$ cat src/rtl/key_expand_seq.sv
// key_expand_seq: sequential AES-128 key expansion with an external S-box.
// Emits one 16-byte round key per round_complete request.
module key_expand_seq #(
    parameter int NUM_ROUNDS = 10,
    parameter int SBOX_LAT   = 1
) (
    input  logic       clk,
    input  logic       rst,
    input  logic       enable_din,
    input  logic [7:0] din,
    input  logic [7:0] sbox_in,
    input  logic       round_complete,
    output logic [7:0] addr_out,
    output logic       enable_sbox,
    output logic [7:0] dout,
    output logic       enable_out,
    output logic [3:0] round_idx,
    output logic       busy,
    output logic       done
);
    typedef enum logic [2:0] {IDLE, LOAD, SUB, MIX, WAIT, OUT, DONE} state_t;
    localparam logic [3:0] LAT = 4'(SBOX_LAT);
    localparam logic [3:0] NR  = 4'(NUM_ROUNDS);

    state_t     r_state, w_next;
    logic [3:0] r_cnt, r_n, r_round;
    logic [7:0] r_rcon, r_dout;
    logic [7:0] r_key [16];
    logic [7:0] r_new [16];
    logic [7:0] r_t   [4];
    logic [7:0] w_col [4];
    logic [1:0] w_tidx, w_arow;
    logic       w_load, w_more;

    assign w_load = (r_state == IDLE || r_state == LOAD || r_state == DONE) && enable_din;
    assign w_more = r_round < NR;
    assign w_tidx = r_cnt[1:0] - LAT[1:0];
    assign w_arow = r_cnt[1:0] + 2'd1;

    always_comb begin
        w_next = r_state;
        case (r_state)
            IDLE, LOAD, DONE: if (enable_din) w_next = (r_n == 4'd15) ? SUB : LOAD;
            SUB:     if (r_cnt == 4'd3 + LAT) w_next = MIX;
            MIX:     if (r_cnt == 4'd3) w_next = WAIT;
            WAIT:    if (round_complete) w_next = OUT;
            OUT:     if (r_cnt == 4'd15) w_next = w_more ? SUB : DONE;
            default: w_next = IDLE;
        endcase
    end

    // Column 0 folds in the substituted, rotated last word; later columns chain.
    always_comb begin
        for (int r = 0; r < 4; r++)
            w_col[r] = r_key[{2'(r), r_cnt[1:0]}] ^ ((r_cnt[1:0] == 2'd0)
                     ? (r_t[r] ^ ((r == 0) ? r_rcon : 8'h00))
                     : r_new[{2'(r), r_cnt[1:0] - 2'd1}]);
    end

    always_ff @(posedge clk or posedge rst) begin
        if (rst) begin
            r_state <= IDLE;
            r_cnt   <= '0;
        end else begin
            r_state <= w_next;
            r_cnt   <= (w_next != r_state) ? 4'd0 : r_cnt + 4'd1;
        end
    end

    always_ff @(posedge clk or posedge rst) begin
        if (rst) begin
            r_n     <= '0;
            r_round <= '0;
            r_rcon  <= 8'h01;
            r_dout  <= '0;
            for (int i = 0; i < 16; i++) begin
                r_key[i] <= '0;
                r_new[i] <= '0;
            end
            for (int i = 0; i < 4; i++) r_t[i] <= '0;
        end else begin
            if (w_load) begin
                r_key[r_n] <= din;
                r_n        <= r_n + 4'd1;
                if (r_n == 4'd15) begin
                    r_round <= 4'd1;
                    r_rcon  <= 8'h01;
                end
            end
            if (r_state == SUB && r_cnt >= LAT) r_t[w_tidx] <= sbox_in;
            if (r_state == MIX)
                for (int r = 0; r < 4; r++) r_new[{2'(r), r_cnt[1:0]}] <= w_col[r];
            if (r_state == OUT) begin
                r_dout <= r_new[r_cnt];
                if (r_cnt == 4'd15 && w_more) begin
                    for (int i = 0; i < 16; i++) r_key[i] <= r_new[i];
                    r_round <= r_round + 4'd1;
                    r_rcon  <= {r_rcon[6:0], 1'b0} ^ (r_rcon[7] ? 8'h1b : 8'h00);
                end
            end
        end
    end

    assign enable_sbox = r_state == SUB && r_cnt < 4'd4;
    assign addr_out    = enable_sbox ? r_key[{w_arow, 2'b11}] : 8'h00;
    assign enable_out  = r_state == OUT;
    assign dout        = enable_out ? r_new[r_cnt] : r_dout;
    assign busy        = r_state == SUB || r_state == MIX;
    assign done        = r_state == DONE;
    assign round_idx   = r_round;
endmodule

$ cat config.mk
export PLATFORM = sky130hd
export DESIGN_NAME = key_expand_seq
export DESIGN_NICKNAME = d
export VERILOG_FILES = /design/src/rtl/key_expand_seq.sv
export SDC_FILE = /design/constraint.sdc
export NUM_CORES = 1
export LEC_CHECK = 0
export BUFFER_PORTS_ARGS = -buffer_cell sky130_fd_sc_hd__buf_2
export CAP_MARGIN = 40
export CELL_PAD_IN_SITES_DETAIL_PLACEMENT = 1
export CELL_PAD_IN_SITES_GLOBAL_PLACEMENT = 1
export CORE_MARGIN = 1.5
export CORE_UTILIZATION = 45
export DETAILED_ROUTE_END_ITERATION = 10
export GPL_TIMING_DRIVEN = 1
export HOLD_SLACK_MARGIN = 0.02
export PLACE_DENSITY = 0.73
export RECOVER_POWER = 50
export SYNTH_ARGS = -nofsm -noshare
export SYNTH_HDL_FRONTEND = slang
export SYNTH_SLANG_ARGS = --single-unit
$ cat constraint.sdc
create_clock -name clk -period 12.1 [get_ports clk]
set_clock_uncertainty 0.05 [all_clocks]
set_input_delay 1.21 -clock clk [delete_from_list [all_inputs] [get_ports clk]]
set_output_delay 1.21 -clock clk [all_outputs]
set_load 0.02 [all_outputs]
==> qor.yml <==
status: "complete, but fails checks"
violations: "capacitance limit, slew limit"
cts_buffers: 38
cell_taking_the_most_area_after_synthesis: "sky130_fd_sc_hd__dfrtp_1"
cts_root_buffer: "sky130_fd_sc_hd__clkbuf_16"
max_cap_viol_count: 7
hpwlAfterDp_mm: 34.4
clock_transition_at_the_register_clock_pins_on_the_worst_setup_and_hold_paths_after_cts_ns: 0.06
net_switching_mw: 2.37
worstSetupEndpointType: "primary output"
grt_start_max_net_pins: 204
worst-setup-path-type: "reg2out"
drt_pass1_iterations: 5
power_frac_clock_pct: 20.1
synth.area.top_cells: "sky130_fd_sc_hd__dfrtp_1 (46%), sky130_fd_sc_hd__mux4_2 (12%), sky130_fd_sc_hd__mux2i_1 (9.4%)"
slowest_stage: "sky130_fd_sc_hd__clkbuf_1"
report.final.hold_viol_count: 0
clockBufferDepth: 3
filler_cell_count: 3976
synth.top_cells.by_count: "sky130_fd_sc_hd__dfrtp_1 (318), sky130_fd_sc_hd__mux2i_1 (163), sky130_fd_sc_hd__nand2_1 (160), sky130_fd_sc_hd__a21oi_1 (142), sky130_fd_sc_hd__nor2_1 (137)"
totalWireLength_mm: 56.4
gp_congestion: 0.814
crit_fanout: 43
htree_levels: 2
synth_edf_count: 0
detail_route.wl_per_cell_um: 27.3
cts_num_sinks: 319
path_cells: "clkbuf_1 > inv_1 > ha_1 > buf_4 > mux4_2 > and3_1 > buf_2"
max_slew.worst_pin.slew_ns: 5.21
power_frac_seq_pct: 35.4
synth_area_per_cell_sq_um: 11.3
grt_overflow: 0
fin_crit_sh_pct: 68.5
floorplan.core_area_sq_um: 37800
worstHoldStart: "r_dout[7]"
unrepaired_setup_endpoints_after_global_routing: "no"
p_int_mw: 3.44
io_pins: 44
cp-start-kind: "flip-flop"
setup_viol_count_final: 0
worst_path_required_time_ns: 10.84
power_switching_share_pct: 40.7
numPlacedInstances: 1994
die-area_sq_um: 39600
worst_path_largest_cell_delay_ns: 2.52
area_growth_pct: 10.9
antenna_found_initial: 5
hold_class: "reg2reg"
netlist_area_pre_place_sq_um: 17300
route.detailed.drc: 0
ir_worst_vdd_v: 0.000130
wire_length_of_the_first_global_routing_pass_mm: 86.1
synthCells: 1528
cts-resized-gates: 0
die_height_um: 199
ys_async_sr_fraction_pct: 100
max-slew-margin-rel_pct: -250
arrival_worst_endpoint_ns: 7.03
route.antenna.remaining_nets: 0
yosysTopAreaCellShare_pct: 46.1
buffer_ports.inserted: 43
syn_nets: 1560
core.rowCount: 71
synth_cell_type_count: 59
start_util_pct: 45.8
setup.worst_path.start: "r_cnt[1]"
layout_min_cycle_time_ns: 8.29
layout.nets: 1556
comb_power_share_pct: 44.5
routed_via_density: 6.18
post-cts-setup-buffer-count: 0
final-max-slew-violation-count: 300
postSynthRegisterBits: 319
chipWidth_um: 199
drtIter0Drc: 1067
grtUsageTotal_pct: 29.7
post_route_cells_drive_above_1_share_pct: 19.0
setup-tns-final_ns: 0
synth.yosys.seq_area_share_pct: 46.2
total_leakage_power_nw: 8.77
non_filler_instance_count_after_layout: 2066
cts.hold.buffers_added: 0
crit-reg2reg-launch: "r_cnt[1]"
synth_warnings: 0
power_per_cell_area_nw_per_um2: 303
tritoncts: "yes"
first_global_vias: 13400
fmax_mhz: 121
dr_total_vias: 12800
synth_most_common_cell: "sky130_fd_sc_hd__dfrtp_1"
ys_dominant_reg_cell: "sky130_fd_sc_hd__dfrtp_1"
clk-insertion-delay-late_ns: 0.55
-- stage by stage --
step	utilization [%]	hold slack [ns]	area [sq um]	worst slack (ns)	power, mW
floorplan	-	0.431	17300	2.01	3.86
global placement	47.1	0.447	17800	7.55	4.47
detailed placement	47.6	0.467	18000	7.55	4.61
CTS	50.9	0.482	19200	6.95	5.82
global route	50.8	0.496	19200	3.40	6.14
finish	50.8	0.482	19200	3.81	5.81
-- metal layers --
layer / GRT usage, % / routed length, um
met3: 4.63 / 3010
met4: 13.1 / 2460
met5: 0 / 19
met1: 39.1 / 23500
met2: 48.8 / 27400
-- cell usage in the layout (no fill, tap or decap), types with 4 or more instances in the layout --
master	netlist	layout
sky130_fd_sc_hd__o2111ai_4	11	11
sky130_fd_sc_hd__buf_4	7	16
sky130_fd_sc_hd__a22oi_1	9	9
sky130_fd_sc_hd__clkbuf_8	0	10
sky130_fd_sc_hd__mux2_2	40	40
sky130_fd_sc_hd__o21ai_0	119	119
sky130_fd_sc_hd__clkbuf_16	0	41
sky130_fd_sc_hd__dfrtp_1	318	315
sky130_fd_sc_hd__nand3_1	15	14
sky130_fd_sc_hd__xor2_1	25	25
sky130_fd_sc_hd__nand4_1	4	4
sky130_fd_sc_hd__a21oi_1	142	142
sky130_fd_sc_hd__inv_1	8	7
sky130_fd_sc_hd__nand2_2	3	6
sky130_fd_sc_hd__xnor2_1	47	47
sky130_fd_sc_hd__and3_1	10	10
sky130_fd_sc_hd__nand2_1	160	156
sky130_fd_sc_hd__buf_2	37	39
sky130_fd_sc_hd__mux2i_1	163	163
sky130_fd_sc_hd__a222oi_1	8	8
sky130_fd_sc_hd__clkbuf_1	59	19
sky130_fd_sc_hd__mux4_2	94	94
sky130_fd_sc_hd__nor2_1	137	135
sky130_fd_sc_hd__nor2b_1	11	11
sky130_fd_sc_hd__ha_1	12	12
sky130_fd_sc_hd__clkinv_2	0	6
sky130_fd_sc_hd__o211ai_4	4	4
sky130_fd_sc_hd__o21ai_1	30	30
-- cells by family (layout without fill, tap and decap cells) --
family	Yosys count	in the layout	share of synthesized area (%)
other	0	2	0
muxes	298	298	24.4
buffers and inverters	125	150	3.67
and+or+nand+nor	363	363	8.90
AOI/OAI and AO/OA	339	339	12.3
xor gates and xnor gates	72	72	3.65
adders and majority gates	12	12	0.869
DFF	319	319	46.2
-- worst max-delay path: cells and delay by family, from the launching register on --
family,cells,cell delay (ns)
buffers and inverters,4,3.86
adders and majority gates,1,1.59
muxes,1,0.37
DFF,1,0.34
and+or+nand+nor,1,0.26
-- worst paths after layout --
kind                               endpoint  slack (ns)  cells after the start
worst max-delay path            addr_out[1]        3.81                      7
worst min-delay path              r_dout[7]        0.48                      1
worst max register to register     r_new[4]        5.10                      8
worst min register to register    r_dout[7]        0.48                      1
max in group asynchronous         r_key[91]        5.09                      4
min in group asynchronous         r_new[35]        2.22                      2
-- power by group through the flow --
stage          clock, mW  sequential (mW)  combinational, mW
2_1_floorplan          0             1.84               2.02
3_3_place_gp           0             2.03               2.44
3_5_place_dp           0             2.06               2.56
4_1_cts             1.19             2.04               2.59
5_1_grt             1.23             2.12               2.79
6_report            1.17             2.06               2.58
-- flip-flops by register name, indices dropped and copies added (netlist names) --
| signal | cells |
|---|---|
| r_state | 3 |
| r_n | 4 |
| r_rcon | 8 |
| round_idx | 4 |
| r_t | 32 |
| r_key | 128 |
| r_cnt | 4 |
| r_new | 128 |
| r_dout | 8 |
-- area by class of cell --
cell class	count	area (sq um)	share of cell area, %
inverter	8	31.3	0.163
sequential	319	7990	41.7
tap	511	639	3.34
clock inverter	9	75.1	0.392
timing repair buffer	73	526	2.74
antenna	2	5.00	0.0261
multi-input combinational	1084	8700	45.4
clock buffer	60	1200	6.25
Note: power is estimated with default switching activity, not from simulation.
